## src/rtl/ppm_pkg.sv

```systemverilog
// Shared types, widths and the interval-to-sample mapping for the PPM decoder.
// Contents:
//   US_W       width of the microsecond interval counter
//   CNT_W      width of the channel index and ch_count
//   state_e    frame FSM states
//   map_sample clamp a measured interval into the 0..MAX_US-MIN_US-1 channel range
package ppm_pkg;

  localparam int unsigned US_W  = 16;
  localparam int unsigned CNT_W = 5;

  typedef enum logic {
    StHunt,
    StFrame
  } state_e;

  function automatic logic [US_W-1:0] map_sample(input logic [US_W-1:0] dt,
                                                 input int unsigned     min_us,
                                                 input int unsigned     max_us);
    logic [US_W-1:0] min_v;
    logic [US_W-1:0] max_v;
    min_v = US_W'(min_us);
    max_v = US_W'(max_us);
    if (dt < min_v) begin
      return '0;
    end else if (dt >= max_v) begin
      return max_v - min_v - US_W'(1);
    end else begin
      return dt - min_v;
    end
  endfunction

endpackage

```

## src/rtl/ppm_frame_decoder_if.sv

```systemverilog
// Bundle between the PPM decoder and its consumer.
//   ppm          raw asynchronous PPM input
//   ch           per-channel filtered values
//   frame_valid  one-cycle pulse when a frame closes
//   ch_count     channels in the last valid frame
//   failsafe     high while no valid signal is present
// Modports: slave = decoder side, master = consumer/driver side.
interface ppm_frame_decoder_if #(
  parameter int unsigned NUM_CH = 8,
  parameter int unsigned CH_W   = 12
);
  import ppm_pkg::*;

  logic                         ppm;
  logic [NUM_CH-1:0][CH_W-1:0]  ch;
  logic                         frame_valid;
  logic [CNT_W-1:0]             ch_count;
  logic                         failsafe;

  modport slave (
    input  ppm,
    output ch,
    output frame_valid,
    output ch_count,
    output failsafe
  );

  modport master (
    output ppm,
    input  ch,
    input  frame_valid,
    input  ch_count,
    input  failsafe
  );

endinterface

```

## src/rtl/median3.sv

```systemverilog
// Combinational 3-input median.
//   a, b, c  operands (a = new sample, b/c = history)
//   med      median; on equal operands the earliest (a, then b, then c) is chosen
module median3 #(
  parameter int unsigned CH_W = 12
) (
  input  logic [CH_W-1:0] a,
  input  logic [CH_W-1:0] b,
  input  logic [CH_W-1:0] c,
  output logic [CH_W-1:0] med
);

  always_comb begin
    if ((a >= b && a <= c) || (a <= b && a >= c)) begin
      med = a;
    end else if ((b >= a && b <= c) || (b <= a && b >= c)) begin
      med = b;
    end else begin
      med = c;
    end
  end

endmodule

```

## src/rtl/ppm_frame_decoder.sv

```systemverilog
// PPM receiver: synchronises the input, measures rising-edge intervals in microseconds,
// maps each interval to a channel value, optionally median-filters it and tracks frames.
//   clk   clock
//   rst   synchronous active-low reset
//   bus   slave side of ppm_frame_decoder_if (ppm in; ch, frame_valid, ch_count,
//         failsafe out)
module ppm_frame_decoder
  import ppm_pkg::*;
#(
  parameter int unsigned CLK_PER_US = 50,
  parameter int unsigned NUM_CH     = 8,
  parameter int unsigned CH_W       = 12,
  parameter int unsigned MIN_US     = 1000,
  parameter int unsigned MAX_US     = 2000,
  parameter int unsigned SYNC_US    = 5000,
  parameter int unsigned TIMEOUT_US = 25000,
  parameter int unsigned MEDIAN     = 1
) (
  input logic                clk,
  input logic                rst,
  ppm_frame_decoder_if.slave bus
);

  localparam int unsigned       PRESC_W     = $clog2(CLK_PER_US);
  localparam int unsigned       IDX_W       = (NUM_CH > 1) ? $clog2(NUM_CH) : 1;
  localparam logic [PRESC_W-1:0] PRESC_LAST = PRESC_W'(CLK_PER_US - 1);
  localparam logic [US_W-1:0]   SYNC_LIM    = US_W'(SYNC_US);
  localparam logic [US_W-1:0]   TIMEOUT_LIM = US_W'(TIMEOUT_US);
  localparam logic [CNT_W-1:0]  CH_LIM      = CNT_W'(NUM_CH);

  logic sync1_q, sync2_q, hist_q;
  logic rise, us_tick, is_sync, timeout;

  logic [PRESC_W-1:0] presc_q;
  logic [US_W-1:0]    dt_q;

  state_e                      state_q, state_d;
  logic [CNT_W-1:0]            idx_q, idx_d;
  logic [NUM_CH-1:0][CH_W-1:0] ch_q, ch_d;
  logic [NUM_CH-1:0][CH_W-1:0] h1_q, h1_d;
  logic [NUM_CH-1:0][CH_W-1:0] h2_q, h2_d;
  logic                        fv_q, fv_d;
  logic [CNT_W-1:0]            cnt_q, cnt_d;
  logic                        fs_q, fs_d;

  logic [IDX_W-1:0] sel;
  logic [CH_W-1:0]  samp;
  logic [CH_W-1:0]  med;

  // Synchroniser, edge history, prescaler and interval counter. Reset high so that a
  // line idling high out of reset is not mistaken for a rising edge.
  always_ff @(posedge clk) begin
    if (!rst) begin
      sync1_q <= 1'b1;
      sync2_q <= 1'b1;
      hist_q  <= 1'b1;
      presc_q <= '0;
      dt_q    <= '0;
    end else begin
      sync1_q <= bus.ppm;
      sync2_q <= sync1_q;
      hist_q  <= sync2_q;
      if (rise) begin
        // The tick coinciding with an edge is dropped on purpose.
        presc_q <= '0;
        dt_q    <= '0;
      end else begin
        presc_q <= us_tick ? '0 : presc_q + PRESC_W'(1);
        if (us_tick && dt_q != '1) begin
          dt_q <= dt_q + US_W'(1);
        end
      end
    end
  end

  assign rise    = sync2_q & ~hist_q;
  assign us_tick = (presc_q == PRESC_LAST);
  assign is_sync = (dt_q > SYNC_LIM);
  assign timeout = (dt_q >= TIMEOUT_LIM);
  assign sel     = idx_q[IDX_W-1:0];
  assign samp    = CH_W'(map_sample(dt_q, MIN_US, MAX_US));

  // Single median instance shared by all channels, steered by the current index.
  median3 #(
    .CH_W(CH_W)
  ) u_median3 (
    .a  (samp),
    .b  (h1_q[sel]),
    .c  (h2_q[sel]),
    .med(med)
  );

  always_comb begin
    state_d = state_q;
    idx_d   = idx_q;
    ch_d    = ch_q;
    h1_d    = h1_q;
    h2_d    = h2_q;
    fv_d    = 1'b0;
    cnt_d   = cnt_q;
    fs_d    = fs_q;
    if (rise) begin
      case (state_q)
        StHunt: begin
          if (is_sync) begin
            state_d = StFrame;
            idx_d   = '0;
          end
        end
        StFrame: begin
          if (is_sync) begin
            if (idx_q != '0) begin
              fv_d  = 1'b1;
              cnt_d = idx_q;
              fs_d  = 1'b0;
            end
            idx_d = '0;
          end else if (idx_q < CH_LIM) begin
            ch_d[sel] = (MEDIAN != 0) ? med : samp;
            h1_d[sel] = samp;
            h2_d[sel] = h1_q[sel];
            idx_d     = idx_q + CNT_W'(1);
          end else begin
            // Overrun: drop the frame, keep what was already written.
            state_d = StHunt;
          end
        end
        default: state_d = StHunt;
      endcase
    end else if (timeout) begin
      fs_d    = 1'b1;
      state_d = StHunt;
    end
  end

  always_ff @(posedge clk) begin
    if (!rst) begin
      state_q <= StHunt;
      idx_q   <= '0;
      ch_q    <= '0;
      h1_q    <= '0;
      h2_q    <= '0;
      fv_q    <= 1'b0;
      cnt_q   <= '0;
      fs_q    <= 1'b1;
    end else begin
      state_q <= state_d;
      idx_q   <= idx_d;
      ch_q    <= ch_d;
      h1_q    <= h1_d;
      h2_q    <= h2_d;
      fv_q    <= fv_d;
      cnt_q   <= cnt_d;
      fs_q    <= fs_d;
    end
  end

  assign bus.ch          = ch_q;
  assign bus.frame_valid = fv_q;
  assign bus.ch_count    = cnt_q;
  assign bus.failsafe    = fs_q;

endmodule
```

## src/flat_wrapper.sv

```systemverilog
// flat-port wrapper written by rule: the top's interface ports become plain ports
module ppm_frame_decoder_flat import ppm_pkg::*;
#(
  parameter int unsigned CLK_PER_US = 50,
  parameter int unsigned NUM_CH     = 8,
  parameter int unsigned CH_W       = 12,
  parameter int unsigned MIN_US     = 1000,
  parameter int unsigned MAX_US     = 2000,
  parameter int unsigned SYNC_US    = 5000,
  parameter int unsigned TIMEOUT_US = 25000,
  parameter int unsigned MEDIAN     = 1
)
  (clk, rst, bus_ppm, bus_ch, bus_frame_valid, bus_ch_count, bus_failsafe);
  ppm_frame_decoder_if #(.NUM_CH(NUM_CH), .CH_W(CH_W)) bus_i ();
  input logic clk;
  input logic rst;
  input wire logic [$bits(bus_i.ppm)-1:0] bus_ppm;
  output wire logic [$bits(bus_i.ch)-1:0] bus_ch;
  output wire logic [$bits(bus_i.frame_valid)-1:0] bus_frame_valid;
  output wire logic [$bits(bus_i.ch_count)-1:0] bus_ch_count;
  output wire logic [$bits(bus_i.failsafe)-1:0] bus_failsafe;
  assign bus_i.ppm = bus_ppm;
  assign bus_ch = bus_i.ch;
  assign bus_frame_valid = bus_i.frame_valid;
  assign bus_ch_count = bus_i.ch_count;
  assign bus_failsafe = bus_i.failsafe;
  ppm_frame_decoder #(.CLK_PER_US(CLK_PER_US), .NUM_CH(NUM_CH), .CH_W(CH_W), .MIN_US(MIN_US), .MAX_US(MAX_US), .SYNC_US(SYNC_US), .TIMEOUT_US(TIMEOUT_US), .MEDIAN(MEDIAN)) u_core (.clk(clk), .rst(rst), .bus(bus_i));
endmodule
```

## config.mk

```make
export PLATFORM = sky130hd
export DESIGN_NAME = ppm_frame_decoder_flat
export DESIGN_NICKNAME = d
export VERILOG_FILES = /design/src/rtl/ppm_pkg.sv /design/src/rtl/ppm_frame_decoder_if.sv /design/src/rtl/median3.sv /design/src/rtl/ppm_frame_decoder.sv /design/src/flat_wrapper.sv
export SDC_FILE = /design/constraint.sdc
export NUM_CORES = 1
export LEC_CHECK = 0
export ABC_AREA = 0
export BUFFER_PORTS_ARGS = -buffer_cell sky130_fd_sc_hd__buf_2
export CAP_MARGIN = 25
export CORE_MARGIN = 2
export CORE_UTILIZATION = 60
export CTS_CLUSTER_SIZE = 20
export DETAILED_ROUTE_END_ITERATION = 12
export HOLD_SLACK_MARGIN = 0.1
export PLACE_DENSITY = 0.8
export SETUP_SLACK_MARGIN = 0.1
export SYNTH_ARGS = -nofsm -noshare
export SYNTH_HDL_FRONTEND = slang
export SYNTH_SLANG_ARGS = --single-unit
```

## constraint.sdc

```tcl
create_clock -name clk -period 6.6 [get_ports clk]
set_input_delay 0.99 -clock clk [delete_from_list [all_inputs] [get_ports clk]]
set_output_delay 0.99 -clock clk [all_outputs]
set_load 0.02 [all_outputs]
```

==> flow_metrics.py, run 1 <==
metrics = {
    "outcome": {
        "outcome": "completed",
    },
    "routing": {
        "drc": 0,
        "via_count": 13127,
        "drtIter0Drc": 1388,
        "routed_via_density": 6.43,
        "drtPass1Iterations": 8,
        "post_drt_wl_per_cell_um": 20.9,
        "wl_um": 42600,
        "ant_nets": 0,
    },
    "place": {
        "io_buffers": 105,
        "gpl.final_weighted_congestion": 0.924,
        "hpwl_um": 25900,
        "dpl_cell_area_um2": 14900,
    },
    "cts": {
        "htree_levels": 2,
        "cts.sinks": 326,
        "ctsResizeCount": 0,
        "cts_buffers": 35,
        "cts_setup_buffers": 0,
        "clockBufferDepth": 3,
        "clkTransAtPathRegs_ns": 0.06,
        "insertion_delay_ns": 0.54,
        "cts_tree": "yes",
        "root_buffer": "clkbuf_16",
        "hold_buffers": 0,
    },
    "cells_and_area": {
        "area_growth_pct": 14.0,
        "final_cell_mix": "dfxtp_1 (326), nor2_1 (198), nand2_1 (173), a21oi_1 (173), a211oi_1 (106)",
        "drive_gt1_frac": 0.141,
        "filler_cell_count": 1824,
        "final_common_cell": "dfxtp_1",
        "fin_nets": 1742,
        "diodes": 0,
        "finalInstanceArea_um2": 16100,
    },
    "floorplanning": {
        "io_pins": 106,
        "core_um2": 23300,
        "num_rows": 56,
        "dieHeight_um": 158,
        "die-area_um2": 24800,
        "start_util": 0.607,
        "fp.dieW_um": 158,
    },
    "critical_path": {
        "cp-start-kind": "flop",
        "cp.arrival_ns": 6.13,
        "worstSetupPathType": "flop to flop",
        "cp-end-kind": "flop",
        "crit_required_ns": 6.98,
        "cp_max_fo": 37,
    },
    "logic_synthesis": {
        "synth-seq-cells": 326,
        "synth_cells": 1654,
        "yosys_most_used_dff": "dfxtp_1",
        "ys_seq_area_frac": 0.461,
        "synth_top_cell_area_share": 0.461,
        "synth_area_leaders": "dfxtp_1 (46%), a21oi_1 (6.1%), a211oi_1 (5.6%)",
        "yosys.area.top_type": "dfxtp_1",
        "avgSynthCellArea_um2": 8.56,
        "yosysWarnings": 0,
        "synth_area_um2": 14200,
        "synth_edf_count": 0,
        "yosysUniqueCellTypes": 66,
        "async_flop_share": 0,
    },
    "sta": {
        "setup_viol_count_final": 0,
        "max_freq_ghz": 0.174,
        "fin_tns_setup_ns": 0,
        "worst_slew_pin_slew_ns": 1.10,
        "clock_skew_ns": 0.0296,
        "final_hold_viol_count": 0,
        "rsz0062_at_grt": "no",
        "maxSlewViolCount": 0,
        "fin_crit_sh": 0.870,
        "slew_headroom": 0.265,
        "period_needed_ns": 5.74,
    },
    "worst_hold_path": {
        "min_path_type": "flop to flop",
    },
    "grt": {
        "grt_max_degree": 112,
        "antenna_found_initial": 0,
        "grt_pass1_wl_um": 66900,
        "grt_use_total": 0.339,
        "overflow": 0,
        "grt_pass1_vias": 12313,
    },
    "pwr": {
        "total_leakage_power_nw": 6.00,
        "ir_drop_mv": 0.199,
        "p_per_area_nw_per_um2": 257,
    },
    "job": {
        "max_cap_violations": 0,
    },
}
## cell usage after synthesis (all sizes together) (8+ instances only)
library cell	n
nand2b	15
nand2	174
ha	43
buf	20
xor2	11
o21ai	88
and3	42
a21oi	174
clkbuf	123
and4	17
nand4	14
o211ai	18
nor2	200
a221oi	8
xnor2	11
a32oi	8
a211oi	108
and2	9
nor3	19
dfxtp	326
mux2i	19
a22oi	70
nand3	41
inv	24
a32o	8
a22o	8
## through the flow
step	total power, mW	hold WS [ns]	utilization	instances	setup WS, ns
after global placement	2.08	0.388	0.638	1978	1.20
after floorplan	2.07	0.386	-	1655	1.81
after CTS	4.14	0.413	0.692	2041	0.998
after detailed placement	2.08	0.400	0.638	1978	0.998
after global routing	4.23	0.430	0.692	2041	0.490
final	4.14	0.410	0.692	2041	0.855
## routing by layer
| layer | global-route usage | part of all wire |
|---|---|---|
| met1 | 0.457 | 0.40 |
| met2 | 0.533 | 0.45 |
| met3 | 0.0682 | 0.11 |
| met4 | 0.139 | 0.037 |
| met5 | 0 | 0 |
## cell type report
type / count / area [um^2] / share of cell area
clock inverters: 14 / 239 / 0.0148
multi-input cells: 1161 / 7030 / 0.435
clock buffers: 49 / 1010 / 0.0625
repair buffers: 147 / 843 / 0.0522
flip-flops and latches: 326 / 6530 / 0.404
well taps: 319 / 399 / 0.0247
inverters: 25 / 98.8 / 0.00612
## flip-flops by register name (all words and copies together) (netlist names)
signal and count:
u_core.state_q 1, u_core.h2_q 96, u_core.sync2_q 1, u_core.dt_q 16, u_core.sync1_q 1, u_core.idx_q 5
u_core.h1_q 96, u_core.presc_q 6, u_core.bus.failsafe 1, u_core.bus.frame_valid 1, u_core.hist_q 1, u_core.bus.ch 96
u_core.bus.ch_count 5
## path summary, 6_finish.rpt
| kind | depth (start not counted) | from | slack, ns | end |
|---|---|---|---|---|
| worst max-delay path | 15 | u_core.idx_q[0]$_SDFFE_PN0P_ | 0.86 | u_core.bus.ch[54]$_SDFFE_PN0P_ |
| worst max register to register | 15 | u_core.idx_q[0]$_SDFFE_PN0P_ | 0.86 | u_core.bus.ch[54]$_SDFFE_PN0P_ |
| worst min register to register | 1 | u_core.sync1_q$_SDFF_PN1_ | 0.41 | u_core.sync2_q$_SDFF_PN1_ |
| worst min-delay path | 1 | u_core.sync1_q$_SDFF_PN1_ | 0.41 | u_core.sync2_q$_SDFF_PN1_ |
## worst max-delay path: stages (launching register included)
cell and delay (ns):
dfxtp_1 0.67, clkinv_1 0.47, nor2_2 0.79, buf_4 0.32, a22oi_1 0.10, and4_1 0.41, ha_1 0.38, o21ai_0 0.08
a21oi_1 0.12, a2bb2oi_1 0.22, o2111a_1 0.24, nor2_1 0.08, xnor2_2 0.78, nand2_8 0.39, mux2i_4 0.40, a21oi_1 0.13
## cell families (layout without fill, tap and decap cells)
| family | Yosys count | after routing | synth area share |
|---|---|---|---|
| other cells | 1 | 2 | 0.000265 |
| fa+ha+maj | 43 | 43 | 0.0380 |
| xor+xnor | 22 | 22 | 0.0141 |
| mux | 23 | 23 | 0.0226 |
| compound gates | 525 | 525 | 0.244 |
| buf+inv | 168 | 235 | 0.0460 |
| flops | 326 | 326 | 0.461 |
| simple gates | 546 | 546 | 0.174 |
## report_power, final
group          switching (mW)  leakage [nW]  internal (mW)  total, mW
registers             0.00164          2.63           1.97       1.97
clock network           0.830         0.610           1.28       2.11
logic                  0.0518          2.76         0.0133     0.0651
total                   0.883          6.00           3.26       4.14
No activity file was read; power rests on OpenSTA's default activity.
==> run 2: changes to the inputs <==
Settings changed: ABC_AREA 0 to 1, PLACE_DENSITY 0.8 to 0.79.
==> run 2 against run 1 <==
Net effect: fmax is 7.3% higher; non-clock buffer count is 20 lower; register-to-register slack better by 0.39 ns; core utilization is 1.1 points lower; clock-buffer cell count is 1 lower; worst setup slack better by 0.39 ns; sequential power hardly changed; critical path depth is 5 higher; critical path type unchanged; largest cell class unchanged.
==> flow_metrics.py, run 2 <==
metrics = {
    "floorplanning": {
        "fp.dieW_um": 164,
        "io_pins": 106,
        "start_util": 0.608,
        "dieHeight_um": 164,
        "die-area_um2": 26700,
        "num_rows": 58,
        "core_um2": 25100,
    },
    "routing": {
        "wl_um": 43700,
        "post_drt_wl_per_cell_um": 18.0,
        "drc": 0,
        "via_count": 13984,
        "drtPass1Iterations": 7,
        "ant_nets": 0,
        "routed_via_density": 5.76,
        "drtIter0Drc": 1468,
    },
    "cells_and_area": {
        "diodes": 0,
        "final_common_cell": "inv_1",
        "area_growth_pct": 12.0,
        "final_cell_mix": "inv_1 (360), dfxtp_1 (326), nand2_1 (223)",
        "seq_area_um2": 6530,
        "multi_input_area_um2": 6860,
        "fin_nets": 2119,
        "drive_gt1_frac": 0.131,
        "stdcell_count": 2429,
        "filler_cell_count": 2202,
    },
    "sta": {
        "fin_crit_sh": 0.811,
        "final_hold_viol_count": 0,
        "maxSlewViolCount": 0,
        "max_freq_ghz": 0.187,
        "fin_tns_setup_ns": 0,
        "rsz0062_at_grt": "no",
        "fin_hold_ws_ns": 0.421,
        "clock_skew_ns": 0.0137,
        "worst_slew_pin_slew_ns": 1.03,
        "slew_headroom": 0.309,
        "period_needed_ns": 5.35,
        "setup_viol_count_final": 0,
    },
    "cts": {
        "root_buffer": "clkbuf_16",
        "clkTransAtPathRegs_ns": 0.06,
        "hold_buffers": 0,
        "insertion_delay_ns": 0.52,
        "cts_buffers": 35,
        "cts.sinks": 326,
        "cts_setup_buffers": 0,
        "ctsResizeCount": 0,
        "cts_tree": "yes",
        "htree_levels": 2,
        "clockBufferDepth": 3,
    },
    "place": {
        "gpl.final_weighted_congestion": 0.923,
        "hpwl_um": 28700,
        "numPlacedInstances": 2365,
        "io_buffers": 105,
    },
    "logic_synthesis": {
        "async_flop_share": 0,
        "synth_area_leaders": "dfxtp_1 (43%), inv_1 (8.9%), a21oi_1 (7.0%)",
        "yosys.area.top_type": "dfxtp_1",
        "synth_common_cells": "inv_1 (360), dfxtp_1 (326), nand2_1 (223)",
        "synth.most_common_cell": "inv_1",
        "yosysWarnings": 0,
        "ys_seq_area_frac": 0.427,
        "avgSynthCellArea_um2": 7.57,
        "yosysUniqueCellTypes": 51,
        "synth_top_cell_area_share": 0.427,
        "synth_area_um2": 15300,
        "synth_edf_count": 0,
        "yosys_most_used_dff": "dfxtp_1",
        "synth_cells": 2017,
        "synth-seq-cells": 326,
    },
    "grt": {
        "grt_use_total": 0.323,
        "antenna_found_initial": 0,
        "grt_max_degree": 120,
        "overflow": 0,
        "grt_pass1_vias": 12762,
        "grt_pass1_wl_um": 68300,
    },
    "pwr": {
        "total_leakage_power_nw": 7.46,
        "p_per_area_nw_per_um2": 237,
        "ir_drop_mv": 0.211,
    },
    "critical_path": {
        "cp.arrival_ns": 5.82,
        "worstSetupPathType": "flop to flop",
        "cp-start-kind": "flop",
        "crit_required_ns": 7.06,
        "cp_max_fo": 20,
        "cp-end-kind": "flop",
    },
    "worst_hold_path": {
        "min_path_type": "flop to flop",
    },
    "job": {
        "max_cap_violations": 0,
    },
    "outcome": {
        "outcome": "completed",
    },
}
-- run 2: cell types whose count changed after synthesis, sizes merged, moves of 19 or more --
cell,delta
o21ai,+130
and3,-41
a211oi,-102
mux2i,-19
inv,+350
clkbuf,-45
nor2,-124
nand3,+99
nand2,+80
o21a,+90
o22ai,+39
a22oi,-61
a21oi,+50
-- run 2: area by class of cell --
type	count	share of cell area
clock inverters	15	0.0104
inverters	376	0.0828
multi-input cells	1207	0.401
repair buffers	127	0.0419
flip-flops and latches	326	0.382
well taps	330	0.0241
clock buffers	48	0.0577
-- run 2: logic make-up (layout without fill, tap and decap cells) --
logic type	after synthesis	in the layout	synth area share
adder cells (fa/ha/maj)	43	43	0.0352
flip-flops	326	326	0.427
AND/OR/NAND/NOR	526	526	0.169
other	1	2	0.000246
XOR/XNOR	5	5	0.00287
buffers and inverters	485	566	0.125
AO/OA/AOI/OAI	631	631	0.240
-- run 2: through the flow --
step	cell area (um^2)	total power, mW	setup slack (ns)	util
3_3_place_gp	15900	2.09	1.54	0.633
6_report	17100	4.05	1.25	0.681
5_1_grt	17100	4.16	0.805	0.681
4_1_cts	17100	4.06	1.34	0.680
2_1_floorplan	15300	2.08	3.32	-
3_5_place_dp	15900	2.09	1.40	0.633
-- run 2: routing by layer --
layer | up-vias | track usage | part of all wire
met2 | 525 | 0.518 | 0.46
li1 | 6785 | - | -
met3 | 103 | 0.0660 | 0.081
met1 | 6571 | 0.434 | 0.43
met4 | 0 | 0.115 | 0.032
met5 | - | 0 | 0
-- run 2: path summary, 6_finish.rpt --
check,start,endpoint,slack [ns],cells after the start
setup / recovery,u_core.idx_q[0]$_SDFFE_PN0P_,u_core.bus.ch[72]$_SDFFE_PN0P_,1.25,20
hold / removal,u_core.sync1_q$_SDFF_PN1_,u_core.sync2_q$_SDFF_PN1_,0.42,1
setup reg to reg,u_core.idx_q[0]$_SDFFE_PN0P_,u_core.bus.ch[72]$_SDFFE_PN0P_,1.25,20
hold reg to reg,u_core.sync1_q$_SDFF_PN1_,u_core.sync2_q$_SDFF_PN1_,0.42,1
-- run 2: worst max-delay path: stages, from the launching register on --
cell,delay [ns]
dfxtp_1,0.76
inv_4,0.13
nand3_1,0.64
inv_1,0.47
a221oi_1,0.42
nand4_1,0.39
ha_1,0.44
nand2_1,0.06
inv_1,0.07
nand3_1,0.06
nor3_1,0.30
nand2_1,0.10
nand3_1,0.14
inv_1,0.06
nand3_2,0.19
nand3_2,0.35
nand2_1,0.15
nand3_1,0.27
nand3_1,0.16
nand2_1,0.07
inv_1,0.05
-- run 2: power by group --
part           switching [mW]  leakage, nW  internal, mW  total (mW)
clock network           0.800        0.577          1.21        2.01
logic                  0.0546         4.25        0.0198      0.0743
registers             0.00167         2.63          1.97        1.97
total                   0.856         7.46          3.20        4.05
